===== config.mk =====
export PLATFORM = sky130hd
export DESIGN_NAME = risc_core_p
export DESIGN_NICKNAME = d
export VERILOG_FILES = /design/src/rtl/risc_core_p.sv
export SDC_FILE = /design/constraint.sdc
export NUM_CORES = 1
export LEC_CHECK = 0
export BUFFER_PORTS_ARGS = -buffer_cell sky130_fd_sc_hd__clkbuf_2
export CAP_MARGIN = 20
export CORE_UTILIZATION = 40
export DETAILED_ROUTE_END_ITERATION = 10
export HOLD_SLACK_MARGIN = 0.1
export PLACE_DENSITY = 0.64
export REMOVE_ABC_BUFFERS = 1
export SETUP_SLACK_MARGIN = 0.15
export SLEW_MARGIN = 20
export SYNTH_ARGS = -nofsm -noshare
export SYNTH_HDL_FRONTEND = slang
export SYNTH_SLANG_ARGS = --single-unit
export TNS_END_PERCENT = 20

===== constraint.sdc =====
create_clock -name clk -period 8.1 [get_ports clk]
set_input_delay 0.405 -clock clk [delete_from_list [all_inputs] [get_ports clk]]
set_output_delay 0.405 -clock clk [all_outputs]
set_load 0.05 [all_outputs]

===== src/rtl/risc_core_p.sv =====
// Parametrised VeriRISC accumulator core with an 8-phase instruction cycle, run/step/stop
// control, an external program-load port and a combinational debug read port.
module risc_core_p #(
    parameter int unsigned DWIDTH = 8,
    parameter int unsigned AWIDTH = 5
) (
    input  logic              clk,
    input  logic              rst,
    input  logic              start,
    input  logic              step,
    input  logic              ld_we,
    input  logic [AWIDTH-1:0] ld_addr,
    input  logic [DWIDTH-1:0] ld_data,
    input  logic [AWIDTH-1:0] dbg_addr,
    output logic [DWIDTH-1:0] dbg_data,
    output logic              halt,
    output logic [AWIDTH-1:0] pc_out,
    output logic [DWIDTH-1:0] ac_out,
    output logic [2:0]        phase_out,
    output logic              instr_done
);

    localparam int unsigned Depth = 2 ** AWIDTH;

    localparam logic [2:0] OpHlt = 3'd0;
    localparam logic [2:0] OpSkz = 3'd1;
    localparam logic [2:0] OpAdd = 3'd2;
    localparam logic [2:0] OpAnd = 3'd3;
    localparam logic [2:0] OpXor = 3'd4;
    localparam logic [2:0] OpLda = 3'd5;
    localparam logic [2:0] OpSto = 3'd6;
    localparam logic [2:0] OpJmp = 3'd7;

    typedef enum logic [1:0] {StStop, StRun, StStep} state_e;

    state_e            state_q;
    logic [2:0]        phase_q;
    logic [AWIDTH-1:0] pc_q;
    logic [DWIDTH-1:0] ac_q;
    logic [DWIDTH-1:0] ir_q;
    logic              halt_q;
    logic              instr_done_q;

    logic [DWIDTH-1:0] mem [Depth];

    logic [2:0]        opcode;
    logic [AWIDTH-1:0] ir_addr;
    logic              active;
    logic              alu_op;
    logic              zero;
    logic              sel;
    logic              ld_ir;
    logic              inc_pc;
    logic              ld_pc;
    logic              ld_ac;
    logic              wr;
    logic              data_e;
    logic              halt_op;
    logic [AWIDTH-1:0] addr;
    logic [DWIDTH-1:0] mem_rdata;
    logic [DWIDTH-1:0] alu_out;
    logic [DWIDTH-1:0] bus;

    assign opcode  = ir_q[DWIDTH-1 -: 3];
    assign ir_addr = ir_q[AWIDTH-1:0];
    assign active  = (state_q != StStop);
    assign alu_op  = (opcode == OpAdd) || (opcode == OpAnd) ||
                     (opcode == OpXor) || (opcode == OpLda);
    assign zero    = (ac_q == '0);

    // Phase decoder; everything is idle while stopped.
    always_comb begin
        sel     = 1'b0;
        ld_ir   = 1'b0;
        inc_pc  = 1'b0;
        ld_pc   = 1'b0;
        ld_ac   = 1'b0;
        wr      = 1'b0;
        data_e  = 1'b0;
        halt_op = 1'b0;
        if (active) begin
            unique case (phase_q)
                3'd0, 3'd1: sel = 1'b1;
                3'd2: begin
                    sel   = 1'b1;
                    ld_ir = 1'b1;
                end
                3'd3, 3'd5: ;
                3'd4: begin
                    inc_pc  = 1'b1;
                    halt_op = (opcode == OpHlt);
                end
                3'd6: begin
                    inc_pc = (opcode == OpSkz) && zero;
                    ld_pc  = (opcode == OpJmp);
                    data_e = (opcode == OpSto);
                end
                3'd7: begin
                    ld_ac  = alu_op;
                    ld_pc  = (opcode == OpJmp);
                    wr     = (opcode == OpSto);
                    data_e = (opcode == OpSto);
                end
                default: ;
            endcase
        end
    end

    assign addr      = sel ? pc_q : ir_addr;
    assign mem_rdata = mem[addr];

    always_comb begin
        alu_out = ac_q;
        case (opcode)
            OpAdd:   alu_out = ac_q + mem_rdata;
            OpAnd:   alu_out = ac_q & mem_rdata;
            OpXor:   alu_out = ac_q ^ mem_rdata;
            OpLda:   alu_out = mem_rdata;
            default: alu_out = ac_q;
        endcase
    end

    // The ALU drives the bus only while storing; otherwise memory owns it.
    assign bus = data_e ? alu_out : mem_rdata;

    always_ff @(posedge clk) begin
        if (rst) begin
            state_q      <= StStop;
            phase_q      <= 3'd0;
            pc_q         <= '0;
            ac_q         <= '0;
            ir_q         <= '0;
            halt_q       <= 1'b1;
            instr_done_q <= 1'b0;
        end else begin
            instr_done_q <= 1'b0;
            case (state_q)
                StStop: begin
                    if (start) begin
                        state_q <= StRun;
                        halt_q  <= 1'b0;
                    end else if (step) begin
                        state_q <= StStep;
                        halt_q  <= 1'b0;
                    end
                end
                default: begin
                    if (halt_op) begin
                        state_q <= StStop;
                        phase_q <= 3'd0;
                        halt_q  <= 1'b1;
                    end else begin
                        phase_q <= phase_q + 3'd1;
                        if (phase_q == 3'd6) begin
                            instr_done_q <= 1'b1;
                        end
                        if (phase_q == 3'd7 && state_q == StStep) begin
                            state_q <= StStop;
                            halt_q  <= 1'b1;
                        end
                    end
                end
            endcase
            if (ld_ir) begin
                ir_q <= bus;
            end
            if (ld_ac) begin
                ac_q <= alu_out;
            end
            if (ld_pc) begin
                pc_q <= ir_addr;
            end else if (inc_pc) begin
                pc_q <= pc_q + 1'b1;
            end
        end
    end

    // Memory is not reset, but a reset cycle suppresses any write.
    always_ff @(posedge clk) begin
        if (!rst) begin
            if (wr) begin
                mem[addr] <= bus;
            end else if (!active && ld_we) begin
                mem[ld_addr] <= ld_data;
            end
        end
    end

    assign dbg_data   = mem[dbg_addr];
    assign halt       = halt_q;
    assign pc_out     = pc_q;
    assign ac_out     = ac_q;
    assign phase_out  = phase_q;
    assign instr_done = instr_done_q;

endmodule

==> results.md, run 1 <==
Drt:
- The number of DRC markers in iteration 0 is 1,616.
- The post-detailed-route via-to-cell ratio is approximately 6.6.
- For this run, the detailed router's first-pass iteration total came to 8.
- The final route contains 11,790 vias.
- The detail route stage leaves a number of antenna-violating nets equal to 0.
- The final routed wirelength across all metal layers is around 48,000 µm.
- The DRC violations left is 0.
- The detail-routed net length per standard cell is between 20 and 30 µm.

Setup path:
- The required time of the worst setup path is between 8000 and 9000 ps.
- The sort of element at the end of the critical path is a flop.
- The startpoint of the lowest-slack register-to-register path is phase_out[1]$_SDFFE_PP0P_.
- At the worst endpoint, the arrival time is 6410 ps.
- Tracing the worst setup path back leads to its startpoint at phase_out[1]$_SDFFE_PP0P_.
- The critical path is of the reg -> reg type.
- The setup slack on the worst flop-to-flop path is approximately 2200 ps.
- Of all nets on the critical path, the largest fanout is 26.
- The endpoint identified for the worst register-to-register timing path is ac_out[7]$_SDFFE_PP0P_.
- In this run the worst setup path terminates at ac_out[7]$_SDFFE_PP0P_.
- STA classifies the critical path startpoint as a flop.
- The worst register-to-register path has a depth of 16.

Placement:
- The number of port buffers is 48.
- The post-detailed-placement half-perimeter wirelength is 31,880 µm.
- The global placement routability congestion is between 0.9 and 1.

Flow run:
- Max-cap violations in this run came to 0.

Timing:
- The clock period could shrink to 5928 ps.
- Setup violations remaining at the end of the flow were counted as 0.
- The slew of the pin with the lowest slew margin is 1235 ps.
- The final max-slew violation count is 0.
- Timing would allow up to 168.7 MHz.
- The final clock skew is 42.45 ps.
- The portion of the clock cycle consumed by the worst path in the final layout is 0.7318.
- Setup repair after global routing left no endpoint under its margin.
- The worst slew margin relative to its limit is 0.1730.
- The setup TNS is 0 ps.
- The final-report hold violation count came to 0.

Synth:
- Synthesis instantiated 81 different standard cells from the library.
- The synthesized instance count is 1,244.
- For this run, the register share of the synthesized area comes to 0.5374.
- The library cell with the largest summed area after synthesis is edfxtp_1.
- Of the post-synthesis cell area, the dominant cell type holds 0.5009.
- Counting flops and latches in the post-synthesis netlist gives between 200 and 300.
- The average cell area after synthesis is 12.34 µm².
- In the synthesized netlist the async set-or-reset flop fraction comes to 0.
- For this run, the number of Yosys warnings is 0.
- The number of enable flip-flop cells after synthesis is around 260.
- By area the synthesized netlist is led by edfxtp_1 (50%), mux4_2 (12%), dfxtp_1 (3.7%).
- In this run the cell area of the synthesized design comes to 15,350 µm².
- For this run, the leading register cell type out of synthesis is edfxtp_1.

Power and ir drop:
- Dividing total power by cell area gives a power density of 218.7 nW/µm².
- The leakage power is 5.648 nW.
- The maximum ir drop on the vdd rail is 0.1213 mV.
- The power after layout is 0.003769 W.

CTS:
- The clock-pin slew on the worst setup and hold paths is around 70 ps.
- The number of CTS-inserted buffers is 30.
- In this run the deepest clock path goes through 3 buffers.
- Clock latency on the worst-skew pair, taken at its later pin, is 580 ps.
- The cell at the root of the clock tree is clkbuf_16.
- CTS built an H-tree with a depth of 1.
- Once the clock tree was built, the setup fixing pass inserted 0 buffers.
- Clock tree synthesis found a total of 284 sinks.
- The CTS tree is yes.

Floorplan:
- For this configuration, the core starts out at a cell density of 0.4065.
- In this run the vertical extent of the chip is 197.9 µm.
- The floorplan step defined a die boundary enclosing 39,160 µm².
- The floorplan has 71 rows.
- 49 I/O pins were placed.
- From left edge to right edge, the die measures 197.9 µm.
- The core region is roughly 38,000 µm².

Global routing:
- The aggregate global routing overflow is 0.
- The number of global-route vias before repair is 11,270.
- The global-route usage over all layers is 0.2475.
- The maximum number of pins on one net before global-route repair is 65.
- The initial antenna violation count is 0.
- The first global-routing pass estimated 72,300 µm of wire.

Layout:
- The number of fill cells in the layout is 3,335.
- The number of nets in the finished design is ~1,300.
- Of the cells placed in the final design, the portion with a size suffix greater than 1 is 0.2020.
- The final antenna diode count is 0.
- The signed area change from the synthesized netlist to the final layout is 12.28%.

Worst hold path:
- The class of the worst hold path is in -> reg.

Run status:
- The flow ran to the end, and the final reports show no timing, DRC or antenna violations.
[synth_stat cells, types with 27 or more instances]
| master | instances |
|---|---|
| edfxtp_1 | 256 |
| nand2_1 | 125 |
| mux4_2 | 80 |
| nor2_1 | 79 |
| o21ai_0 | 67 |
| a21oi_1 | 55 |
| nand3_1 | 47 |
| clkbuf_1 | 44 |
| nand2b_1 | 42 |
| a211oi_1 | 41 |
| dfxtp_1 | 28 |
| and3_1 | 27 |
| buf_2 | 27 |
[stage by stage]
stage,area [µm²],setup WS [ps],hold WS [ps],utilization,std cells
after floorplan,14920,2205,472.0,-,1149
after global placement,16050,2549,482.6,0.4252,1735
after detailed placement,16070,2256,502.6,0.4256,1735
after CTS,17190,2233,117.2,0.4554,1791
after global routing,17230,1724,155.7,0.4565,1793
final,17230,2172,124.8,0.4565,1793
[cell usage in the layout (no fill, tap or decap), types with 6 or more instances in the layout]
cell	instances
nand3_1	47
a2111oi_0	9
nand2_1	125
a211oi_1	41
nor2_2	11
nor2b_1	12
clkbuf_16	30
clkbuf_2	46
bufinv_16	9
inv_1	16
o22ai_1	6
a311oi_1	25
nor2_1	68
a21oi_1	55
xor2_1	8
nor4_1	7
nand4_1	13
edfxtp_1	256
buf_4	28
mux4_2	80
ha_1	16
a31oi_1	9
dfxtp_1	28
a32oi_1	8
a22oi_1	25
o21ai_0	63
mux2i_1	15
clkinv_1	6
nand2b_1	42
mux2_2	16
o221ai_1	7
nor3_1	7
and3_1	27
[how the worst min path moves through the flow]
stage / end / slack, ps / depth (start not counted) / from
2_1_floorplan: state_q[1]$_SDFFE_PP0P_ / 470 / 2 / state_q[1]$_SDFFE_PP0P_
3_3_place_gp: halt$_SDFFE_PP1P_ / 480 / 1 / halt$_SDFFE_PP1P_
3_5_place_dp: ir_q[1]$_SDFFE_PP0P_ / 500 / 2 / ir_q[1]$_SDFFE_PP0P_
4_1_cts: state_q[0]$_SDFFE_PP0P_ / 120 / 3 / start
5_1_grt: state_q[0]$_SDFFE_PP0P_ / 160 / 3 / start
6_report: state_q[0]$_SDFFE_PP0P_ / 120 / 3 / start
[timing repair]
item | CTS | global route
hold buffers | 1 | 0
hold endpoints to repair | 1 | 0
gates resized for setup | 0 | 0
[layout make-up]
| cell class | instances | area [µm²] | area share |
|---|---|---|---|
| flip-flops and latches | 284 | 8248 | 0.4786 |
| well taps | 511 | 639.4 | 0.03710 |
| repair buffers | 78 | 478.0 | 0.02773 |
| clock inverters | 22 | 355.3 | 0.02062 |
| clock buffers | 33 | 762.0 | 0.04421 |
| inverters | 16 | 60.06 | 0.003485 |
| multi-input cells | 849 | 6691 | 0.3883 |
[registers in the layout, summed over array words and instances, names as in the netlist]
signal and flops:
instr_done 1, ir_q 8, phase_out 3, pc_out 5, mem 256, ac_out 8
state_q 2, halt 1
[metal layers]
metal / vias up / track usage / wire (µm)
met5: - / 0 / 0
met3: 131 / 0.05399 / 5257
met1: 5936 / 0.3394 / 19270
met2: 736 / 0.3851 / 22070
li1: 4986 / - / -
met4: 0 / 0.09044 / 1872
[power breakdown]
part	switching [W]	total [W]	internal (W)
clock network	0.000591	0.00156	0.000964
logic	0.000369	0.000522	0.000153
registers	0.0000102	0.00169	0.00168
total	0.000970	0.00377	0.00280
[worst max-delay path, stage by stage, from the launching register on]
cell	delay (ps)
dfxtp_1	440
ha_1	390
or3_1	480
nand3_2	550
a211oi_1	1000
a2111oi_0	280
nor4_1	650
o32ai_2	300
ha_1	390
a21oi_1	180
a21boi_0	140
o21ai_0	180
nand2b_1	120
a31oi_1	230
xor2_1	170
o32ai_1	110
a31o_1	200
[logic make-up after synthesis]
| family | count (synthesis) | share of synthesized area |
|---|---|---|
| adders and majority gates | 17 | 0.01435 |
| buffers and inverters | 111 | 0.03179 |
| DFF | 284 | 0.5374 |
| AOI/OAI and AO/OA | 315 | 0.1440 |
| xor gates and xnor gates | 10 | 0.005707 |
| and+or+nand+nor | 396 | 0.1279 |
| muxes | 111 | 0.1389 |
No activity file was read; power rests on OpenSTA's default activity.
==> inputs of run 2 (changes only) <==
--- a/config.mk
+++ b/config.mk
@@ -5,12 +5,13 @@
 export SDC_FILE = /design/constraint.sdc
 export NUM_CORES = 1
 export LEC_CHECK = 0
+export ABC_AREA = 1
 export BUFFER_PORTS_ARGS = -buffer_cell sky130_fd_sc_hd__clkbuf_2
 export CAP_MARGIN = 20
 export CORE_UTILIZATION = 40
 export DETAILED_ROUTE_END_ITERATION = 10
 export HOLD_SLACK_MARGIN = 0.1
-export PLACE_DENSITY = 0.64
+export PLACE_DENSITY = 0.66
 export REMOVE_ABC_BUFFERS = 1
 export SETUP_SLACK_MARGIN = 0.15
 export SLEW_MARGIN = 20
==> constraint.sdc (replaced) <==
create_clock -name clk -period 5.29 [get_ports clk]
set_input_delay 0.2645 -clock clk [delete_from_list [all_inputs] [get_ports clk]]
set_output_delay 0.2645 -clock clk [all_outputs]
set_load 0.05 [all_outputs]
==> run 2 against run 1 <==
Net effect: routed wire length shrank 0.25%; area after synthesis down 1.9%; clock-buffer cell count up 6; maximum frequency rose by 27%; sequential cell count is the same; combinational power rose to 3.5 times the previous value; sequential share of layout area grew 1.5 points; total power up 79%; final cell count rose by 24%.
==> results.md, run 2 <==
Timing:
- The post-route minimum period is 4652 ps.
- The setup TNS is 0 ps.
- Setup repair after global routing left no endpoint under its margin.
- The total of endpoints with negative setup slack in the final report is 0.
- Between clock sinks in the finished design, the worst skew comes to 25.99 ps.
- The maximum achievable frequency is 214.9 MHz.
- The final max-slew violation count is 0.
- At the pin with the least slew margin, the transition time is between 1000 and 1500 ps.
- The final hold slack is 289.8 ps.
- The final-report hold violation count is 0.
- The worst slew margin relative to its limit is 0.2702.
- The final critical-path setup slack is 637.7 ps.
- The portion of the clock cycle consumed by the worst path in the final layout is 0.8795.

Layout:
- In the final layout, the multi-input gates occupy approximately 6000 µm².
- The sequential cell area in the final layout is 8248 µm².
- In the layout the commonest cells are nand2_1 (342), nand3_1 (336), edfxtp_1 (256), nor2_1 (189), o21ai_0 (160).
- In the final layout, the share of cells above drive strength 1 is 0.08514.
- The post-route cell area is 16,700 µm².
- The number of flip-flops under the largest register name is between 200 and 300.
- The signed area change from the synthesized netlist to the final layout is 10.99%.
- The number of nets in the finished design is ~1,800.
- The register bank with the most flops is mem.
- The final antenna diode count is 0.
- The library cell used most frequently in the layout, excluding fill and tap cells, is nand2_1.
- The filler cells instantiated in the layout total 3,475.

Placement:
- Input and output buffers added on the ports amount to 48.
- The placed cell area is 15,730 µm².
- The global placement routability congestion is 0.9384.
- Prior to clock tree synthesis, the placed netlist has a worst setup slack of 744.7 ps.
- Detailed placement ended at an HPWL of 30,480 µm.

CTS:
- TritonCTS built the clock tree.
- Buffers added to address setup during post-CTS repair amount to 0.
- The clock net in this run drives a total of 284 sinks.
- Clock-pin slew was measured on the worst setup and hold paths at 60 ps.
- The latest clock arrival within the worst-skew pair is roughly 600 ps.
- The clock passes through at most 3 buffers.
- In this run the number of H-tree levels came out at 1.
- The root buffer cell chosen for the clock tree is clkbuf_16.
- Counting the buffers created by CTS gives 31.

Floorplan:
- The die covers a little under 40,000 µm².
- After floorplanning, the core was divided into 70 placement rows.
- From bottom edge to top edge, the die measures 196.0 µm.
- The horizontal die dimension is 196.0 µm.
- The count of pins on the block boundary is 49.
- The effective utilization at floorplan is 0.4091.
- In this run the standard cell core region covers around 37,000 µm².

Synth:
- The register bit total from synthesis is roughly 280.
- The sequential cell area fraction in the yosys report is 0.5481.
- Counting instances in the post-synthesis netlist gives the leading cell types as nand2_1 (344), nand3_1 (336), edfxtp_1 (256).
- The share of synthesized flip-flops with an asynchronous set or reset is 0.
- By area the synthesized netlist is led by edfxtp_1 (51%), nand3_1 (11%), nand2_1 (8.6%).
- For this run, the number of Yosys warnings is 0.
- The average cell area after synthesis is between 8 and 9 µm².
- nand2_1 is the most common cell in the netlist.
- The synthesized instance count is 1,710.
- edfxtp_1 takes more of the synthesized area than any other cell.
- The number of enable flip-flop cells after synthesis is 256.
- Counting distinct cell types in the post-synthesis netlist gives 41.
- The netlist area before placement is ~15,000 µm².
- The share of Yosys cell area claimed by the top area cell type is 0.5108.
- In the synthesized netlist the dominant register cell turns out to be edfxtp_1.

Power and ir drop:
- The design draws a little under 0.007 W.
- The sequential group share of total power is 0.420.
- The internal power contribution is 0.004422 W.
- The net load switching power is 0.002325 W.
- The switching power as a share of total power is 0.3445.
- The maximum ir drop on the vdd rail is 0.2847 mV.
- The combinational share of power is 0.273.
- The cell area power density is 403.9 nW/µm².
- In this run the static leakage power is 6.127 nW.
- Of the total power, the clock network draws 0.307.

Worst hold path:
- The class of the worst hold path is in -> reg.

Setup path:
- STA puts the critical path data arrival time at ~5100 ps.
- In this design, the critical path's most frequently occurring cell is nand2_1.
- In this design, the stage delay of the slowest critical-path cell is ~410 ps.
- The buffers plus inverters on the worst setup path is 4.
- The master of the slowest instance on the critical path is dfxtp_1.
- Among cell families on the critical path, the largest total delay comes from simple AND/OR/NAND/NOR gates.
- The sort of element at the end of the critical path is a flop.
- The worst setup path is launched from a flop.
- The top fanout value on the critical path is 35.
- The required time of the worst setup path is ~5800 ps.
- The critical path in this run is classified as reg -> reg.

Drt:
- The number of detailed-routing iterations run before antenna repair is 6.
- For this run, design rule violations remaining after detail routing come to 0.
- The detail-routed net length per standard cell is 21.80 µm.
- The final routed wirelength across all metal layers is 48,360 µm.
- The detailed router finished its first iteration with around 1,800 violations.
- The remaining number of nets flagged by the antenna check after routing is 0.
- After detailed routing, the number of vias per cell comes to 6.026.
- The total number of vias is 13,370.

Global routing:
- The most congested layer reported by global routing is met2.
- The global-route usage over all layers is 0.2493.
- For this run the aggregate overflow at the end of global routing stands at 0.
- In the global route stage, met2 resource usage came out at 0.3978.
- The number of global-route vias before repair is 12,540.
- For this run, global-route usage on met3 was measured as 0.03404.
- Entering global routing, the biggest net connects 69 pins.
- The initial antenna violation count is 0.
- The met1 track utilization from global routing is 0.3360.
- The first global-routing pass estimated approximately 74,000 µm of wire.

Run status:
- The flow ran to the end, and the final reports show no timing, DRC or antenna violations.

Flow run:
- The number of violations of the max-capacitance limit is 0.
[run 2: cell count changes after synthesis, moves of 42 or more]
cell,delta
mux4_2,-80
nor2_1,+110
nand2b_1,-42
nand2_1,+219
nand3_1,+289
o21ai_0,+93
inv_1,+96
[run 2: timing repair]
action / in CTS / in global routing
gates resized for setup: 0 / 0
endpoints found under the hold margin: 3 / 0
hold buffers: 3 / 0
[run 2: worst paths after layout]
path	from	to	slack [ps]	cells past startpoint
max	phase_out[0]$_SDFFE_PP0P_	ac_out[5]$_SDFFE_PP0P_	640	28
min	rst	pc_out[2]$_SDFFE_PP0P_	290	2
max reg2reg	phase_out[0]$_SDFFE_PP0P_	ac_out[5]$_SDFFE_PP0P_	640	28
min reg2reg	state_q[1]$_SDFFE_PP0P_	state_q[1]$_SDFFE_PP0P_	480	2
[run 2: cell type report]
type | instances | share of cell area
Clock buffer | 39 | 0.04824
Clock inverter | 17 | 0.008539
Inverter | 115 | 0.02592
Multi-Input combinational cell | 1200 | 0.3501
Sequential cell | 284 | 0.4938
Tap cell | 468 | 0.03506
Timing Repair Buffer | 95 | 0.03835
[run 2: power by group through the flow]
stage | clock (W) | sequential (W) | combinational [W]
floorplan | 0 | 0.00290 | 0.00101
global placement | 0 | 0.00288 | 0.00175
global route | 0.00216 | 0.00284 | 0.00196
finish | 0.00207 | 0.00283 | 0.00184
CTS | 0.00209 | 0.00283 | 0.00180
detailed placement | 0 | 0.00288 | 0.00179
[run 2: cell families after synthesis]
group / count (synthesis) / share of synthesized area
flip-flops: 284 / 0.5481
XOR/XNOR: 4 / 0.002328
AO/OA/AOI/OAI: 291 / 0.1165
adder cells (fa/ha/maj): 17 / 0.01463
AND/OR/NAND/NOR: 888 / 0.2540
buffers and inverters: 226 / 0.06452
[run 2: routing by layer]
layer,wire length [µm],vias up
li1,-,6054
met1,18920,6321
met2,22280,859
met3,5071,132
met4,2088,0
met5,0,-
[run 2: through the flow]
stage,utilization,instances
after global routing,0.4541,2218
after global placement,0.4273,2159
after CTS,0.4541,2218
after detailed placement,0.4275,2159
after floorplan,-,1599
final,0.4541,2218
